$ cat config.mk
export PLATFORM = sky130hd
export DESIGN_NAME = cpu_bus_master
export DESIGN_NICKNAME = d
export VERILOG_FILES = /design/src/rtl/cpu_bus_master.sv
export SDC_FILE = /design/constraint.sdc
export NUM_CORES = 1
export LEC_CHECK = 0
export ABC_AREA = 1
export CELL_PAD_IN_SITES_DETAIL_PLACEMENT = 1
export CELL_PAD_IN_SITES_GLOBAL_PLACEMENT = 1
export CORE_ASPECT_RATIO = 1.4
export CORE_UTILIZATION = 37
export CTS_BUF_LIST = sky130_fd_sc_hd__clkbuf_8
export CTS_CLUSTER_DIAMETER = 200
export DETAILED_ROUTE_END_ITERATION = 10
export GPL_TIMING_DRIVEN = 1
export PLACE_DENSITY = 0.95
export SYNTH_ARGS = -nofsm -noshare
export SYNTH_HDL_FRONTEND = slang
export SYNTH_SLANG_ARGS = --single-unit
$ cat constraint.sdc
create_clock -name CpuClk -period 6.8 [get_ports CpuClk]
set_input_delay 1.02 -clock CpuClk [delete_from_list [all_inputs] [get_ports CpuClk]]
set_output_delay 1.02 -clock CpuClk [all_outputs]
set_load 0.02 [all_outputs]
$ cat src/rtl/cpu_bus_master.sv
// Bus initiator for the 17-bit address / 16-bit data CPU local bus.
// Turns single read/write commands into SETUP/STROBE/HOLD bus cycles and returns a one-cycle response.
module cpu_bus_master #(
  parameter int unsigned SETUP_CYC  = 1,  // legal 1..255
  parameter int unsigned STROBE_CYC = 3,  // legal 2..255
  parameter int unsigned HOLD_CYC   = 1   // legal 1..255
) (
  input  logic        CpuClk,
  input  logic        RstCpu,
  input  logic        CmdValid,
  output logic        CmdReady,
  input  logic        CmdWr,
  input  logic [16:0] CmdAddr,
  input  logic [15:0] CmdWrData,
  output logic        RspValid,
  output logic        RspWr,
  output logic [15:0] RspRdData,
  output logic        CpuCs_n,
  output logic        CpuWr_n,
  output logic        CpuRd_n,
  output logic [16:0] CpuAddr,
  output logic [15:0] CpuData_out,
  input  logic [15:0] CpuData_in,
  output logic [15:0] TxnCnt
);

  typedef enum logic [1:0] {
    IDLE,
    SETUP,
    STROBE,
    HOLD
  } state_t;

  localparam logic [7:0] SETUP_LOAD  = 8'(SETUP_CYC - 1);
  localparam logic [7:0] STROBE_LOAD = 8'(STROBE_CYC - 1);
  localparam logic [7:0] HOLD_LOAD   = 8'(HOLD_CYC - 1);

  state_t      state, state_nxt;
  logic [7:0]  phase_cnt, phase_cnt_nxt;
  logic        txn_wr, txn_wr_nxt;
  logic        cs_n_nxt, wr_n_nxt, rd_n_nxt;
  logic [16:0] addr_nxt;
  logic [15:0] data_out_nxt;
  logic        rsp_valid_nxt, rsp_wr_nxt;
  logic [15:0] rsp_rd_data_nxt;
  logic [15:0] txn_cnt, txn_cnt_nxt;
  logic        phase_done;

  assign CmdReady   = (state == IDLE);
  assign TxnCnt     = txn_cnt;
  assign phase_done = (phase_cnt == 8'd0);

  // Every pin is computed here and registered below, so no Cmd* input reaches a Cpu* pin combinationally.
  always_comb begin
    // NOTE: every signal gets a default first so no path through the case leaves one unassigned (no latches).
    state_nxt       = state;
    phase_cnt_nxt   = phase_cnt;
    txn_wr_nxt      = txn_wr;
    cs_n_nxt        = CpuCs_n;
    wr_n_nxt        = CpuWr_n;
    rd_n_nxt        = CpuRd_n;
    addr_nxt        = CpuAddr;
    data_out_nxt    = CpuData_out;
    rsp_valid_nxt   = 1'b0;
    rsp_wr_nxt      = RspWr;
    rsp_rd_data_nxt = RspRdData;
    txn_cnt_nxt     = txn_cnt;

    unique case (state)
      IDLE: begin
        if (CmdValid) begin
          addr_nxt      = CmdAddr;
          if (CmdWr) data_out_nxt = CmdWrData;
          txn_wr_nxt    = CmdWr;
          cs_n_nxt      = 1'b0;
          phase_cnt_nxt = SETUP_LOAD;
          state_nxt     = SETUP;
        end
      end

      SETUP: begin
        if (phase_done) begin
          wr_n_nxt      = ~txn_wr;
          rd_n_nxt      = txn_wr;
          phase_cnt_nxt = STROBE_LOAD;
          state_nxt     = STROBE;
        end else begin
          phase_cnt_nxt = phase_cnt - 8'd1;
        end
      end

      STROBE: begin
        if (phase_done) begin
          wr_n_nxt      = 1'b1;
          rd_n_nxt      = 1'b1;
          // The responder's data has been registered for several cycles by now, so sample it as the strobe lifts.
          if (!txn_wr) rsp_rd_data_nxt = CpuData_in;
          phase_cnt_nxt = HOLD_LOAD;
          state_nxt     = HOLD;
        end else begin
          phase_cnt_nxt = phase_cnt - 8'd1;
        end
      end

      HOLD: begin
        if (phase_done) begin
          cs_n_nxt      = 1'b1;
          rsp_valid_nxt = 1'b1;
          rsp_wr_nxt    = txn_wr;
          txn_cnt_nxt   = txn_cnt + 16'd1;
          state_nxt     = IDLE;
        end else begin
          phase_cnt_nxt = phase_cnt - 8'd1;
        end
      end

      default: state_nxt = IDLE;
    endcase
  end

  always_ff @(posedge CpuClk or posedge RstCpu) begin
    if (RstCpu) begin
      state       <= IDLE;
      phase_cnt   <= 8'd0;
      txn_wr      <= 1'b0;
      CpuCs_n     <= 1'b1;
      CpuWr_n     <= 1'b1;
      CpuRd_n     <= 1'b1;
      CpuAddr     <= 17'd0;
      CpuData_out <= 16'd0;
      RspValid    <= 1'b0;
      RspWr       <= 1'b0;
      RspRdData   <= 16'd0;
      txn_cnt     <= 16'd0;
    end else begin
      // NOTE: non-blocking assignments so every register samples the pre-edge value of the others.
      state       <= state_nxt;
      phase_cnt   <= phase_cnt_nxt;
      txn_wr      <= txn_wr_nxt;
      CpuCs_n     <= cs_n_nxt;
      CpuWr_n     <= wr_n_nxt;
      CpuRd_n     <= rd_n_nxt;
      CpuAddr     <= addr_nxt;
      CpuData_out <= data_out_nxt;
      RspValid    <= rsp_valid_nxt;
      RspWr       <= rsp_wr_nxt;
      RspRdData   <= rsp_rd_data_nxt;
      txn_cnt     <= txn_cnt_nxt;
    end
  end

  // Bus protocol invariants the slave side relies on.
  a_strobes_exclusive : assert property (@(posedge CpuClk) disable iff (RstCpu)
    !(!CpuRd_n && !CpuWr_n));
  a_strobe_needs_cs : assert property (@(posedge CpuClk) disable iff (RstCpu)
    (!CpuRd_n || !CpuWr_n) |-> !CpuCs_n);

endmodule

==> flow_summary.ini <==
[logic_synthesis]
postSynthAreaPerCell_um2 = 8.983
syn-num-nets = 465
synth_edf_count = 0
yosys_warnings = 0
synth_seq_cells = 81
synth_area_um2 = 3647
synth.most_common_cell = nand2_1
ys_seq_area_share_pct = 55.68
yosysUniqueCellTypes = 27
synth.area.top_cells = dfrtp_1 54%, nand2_1 14%, mux2_2 4.9%
yosys.area.top_type = dfrtp_1
yosys-top-cells-count = 135 x nand2_1, 78 x dfrtp_1, 44 x inv_1, 29 x o21ai_0, 27 x nor2_1
synth_cells = 406
synthFlopType = dfrtp_1
post-synth-top-area-fraction_pct = 53.52
async_flop_share_pct = 100.0

[power]
p_per_area_nw_per_um2 = 459.3
p_leak_nw = 2.442
total_power_mw = 2.387
ir_worst_vdd_uv = 231.0

[clocking]
cts_hold_buf = 0
h-tree-depth = 3
cts-buffers-inserted = 9
cts_tree = yes
clkSinkCount = 81
post_cts_buffers = 0
path_clk_slew_ns = 0.09
cts_buffer_depth = 2
cts_resized = 0
clk_latency_ns = 0.37
root_buffer = clkbuf_8

[floorplan]
die_h_um = 119.5
dieWidth_um = 85.91
boundaryPins = 124
design.die.area_um2 = 10260
rows = 42
start_util_pct = 38.35
coreArea_um2 = 9512

[layout]
nets = 590
fin_util_pct = 54.63
syn_to_final_growth_pct = 42.47
fillerInstances = 1100
multi_input_area_um2 = 1378
diodes = 0
seq_area_um2 = 2031
layout-drive-gt1-share_pct = 9.142

[global_routing]
grt_first_pass_wirelength_mm = 19.00
grt_pass1_vias = 3840
grt_usage_pct = 24.65
antenna_found_initial = 0
grt_max_degree = 66
grt_overflow = 0

[timing]
setup_slack_ns = 3.873
hold_viol = 0
worst_slew_pin_slew_ns = 0.8141
slew_viol_final = 0
tns_ns = 0
maxSlewHeadroom_pct = 45.73
fin_crit_ns = 2.927
clock.fmax_ghz = 0.3416
setup_viol = 0
min_period_over_period_pct = 43.04
clock_skew_ns = 0.007230
hold_ws_ns = 0.4933
rsz0062_at_grt = false

[worst_setup_path]
cp-end-kind = output port
startpoint_type = flip-flop
worst-endpoint-arrival_ns = 1.91
cp_cell_sequence = inv_1, ha_1, clkdlybuf4s50_1
critPathKind = flip-flop to output port
cp_top_family = buffers and inverters
critPathMaxStageDelay_ns = 0.66
critPathRequiredTime_ns = 5.78
cpMaxStageDelayCell = clkdlybuf4s50_1
crit_fanout = 5
r2r_slack_ns = 4.39
cp_num_buf_inv = 2

[route]
dr.pass1.iters = 4
drc_errors = 0
vias = 3276
routed_wl_mm = 11.80
wl_per_cell_um = 17.66
dr.first_iter.drc_count = 116
drtAntennaViolNets = 0
via_per_inst = 4.904

[place]
dp_worst_setup_slack_ns = 3.798
portBuffers = 123
gp_congestion = 0.8058
dp_hpwl_mm = 8.860

[status]
status = completed

[hold_path]
hold_class = flip-flop to flip-flop

[job]
maxCapViolations = 0
power by group:
part           total [mW]  internal, mW  switching, mW
Combinational        1.18         0.500          0.678
Sequential          0.820         0.682          0.138
Clock               0.389         0.204          0.186
per-layer routing:
metal	track usage (%)	vias up	part of all wire, %
met5	0	-	0
met2	46.28	107	55
li1	-	1517	-
met4	9.583	0	2.6
met3	7.484	23	6.0
met1	24.76	1629	36
path summary, 6_finish.rpt:
path,startpoint,end,cells after the start
worst max-delay path,state[0]$_DFFE_PP0P_,CmdReady,3
worst min-delay path,RspRdData[13]$_DFFE_PP0P_,RspRdData[13]$_DFFE_PP0P_,2
worst max register to register,state[0]$_DFFE_PP0P_,CpuData_out[15]$_DFFE_PP0P_,6
worst min register to register,RspRdData[13]$_DFFE_PP0P_,RspRdData[13]$_DFFE_PP0P_,2
max in group asynchronous,RstCpu,phase_cnt[2]$_DFFE_PP0P_,3
min in group asynchronous,RstCpu,RspRdData[8]$_DFFE_PP0P_,2
cells by family after synthesis:
group | share of synthesized area [%]
multiplexers | 4.940
AO/OA/AOI/OAI | 4.700
AND/OR/NAND/NOR | 23.19
adder cells (fa/ha/maj) | 2.058
buffers and inverters | 6.552
XOR/XNOR | 2.882
flip-flops | 55.68
cell usage in the layout (no fill, tap or decap), types with 2 or more instances in the layout:
cell / n
nand2_1: 135
clkdlybuf4s50_1: 123
dfrtp_1: 78
inv_1: 44
o21ai_0: 29
nor2_1: 27
mux2_2: 16
nand3_1: 15
clkbuf_8: 9
nand4_1: 8
xor2_1: 8
nor3_1: 6
ha_1: 6
nor2_2: 4
xnor2_1: 4
clkinv_2: 4
dfstp_2: 3
nand2_2: 3
inv_2: 2
bufinv_16: 2
through the flow:
stage,std cells,cell area [um^2]
after global routing,668,5196
final,668,5196
after floorplan,406,3647
after global placement,652,4986
after CTS,668,5196
after detailed placement,652,4986
sequential cells by signal (all words and copies together) (netlist names):
register     cells
txn_wr           1
CpuWr_n          1
RspWr            1
state            2
RspValid         1
RspRdData       16
CpuAddr         17
TxnCnt          16
CpuData_out     16
phase_cnt        8
CpuRd_n          1
CpuCs_n          1
final cells by class:
| cell class | instances | area share (%) |
|---|---|---|
| clock buffer | 9 | 2.384 |
| clock inverter | 7 | 1.661 |
| inverter | 46 | 3.347 |
| multi-input combinational | 269 | 26.51 |
| sequential | 81 | 39.08 |
| tap | 132 | 3.178 |
| timing repair buffer | 124 | 23.84 |
worst register-to-register path, stage by stage, from the launching register on:
cell	delay, ns
dfrtp_1	0.43
inv_1	0.12
ha_1	0.33
nand2_2	0.30
inv_2	0.39
nand2_2	0.34
mux2_2	0.39
No activity file was read; power rests on OpenSTA's default activity.
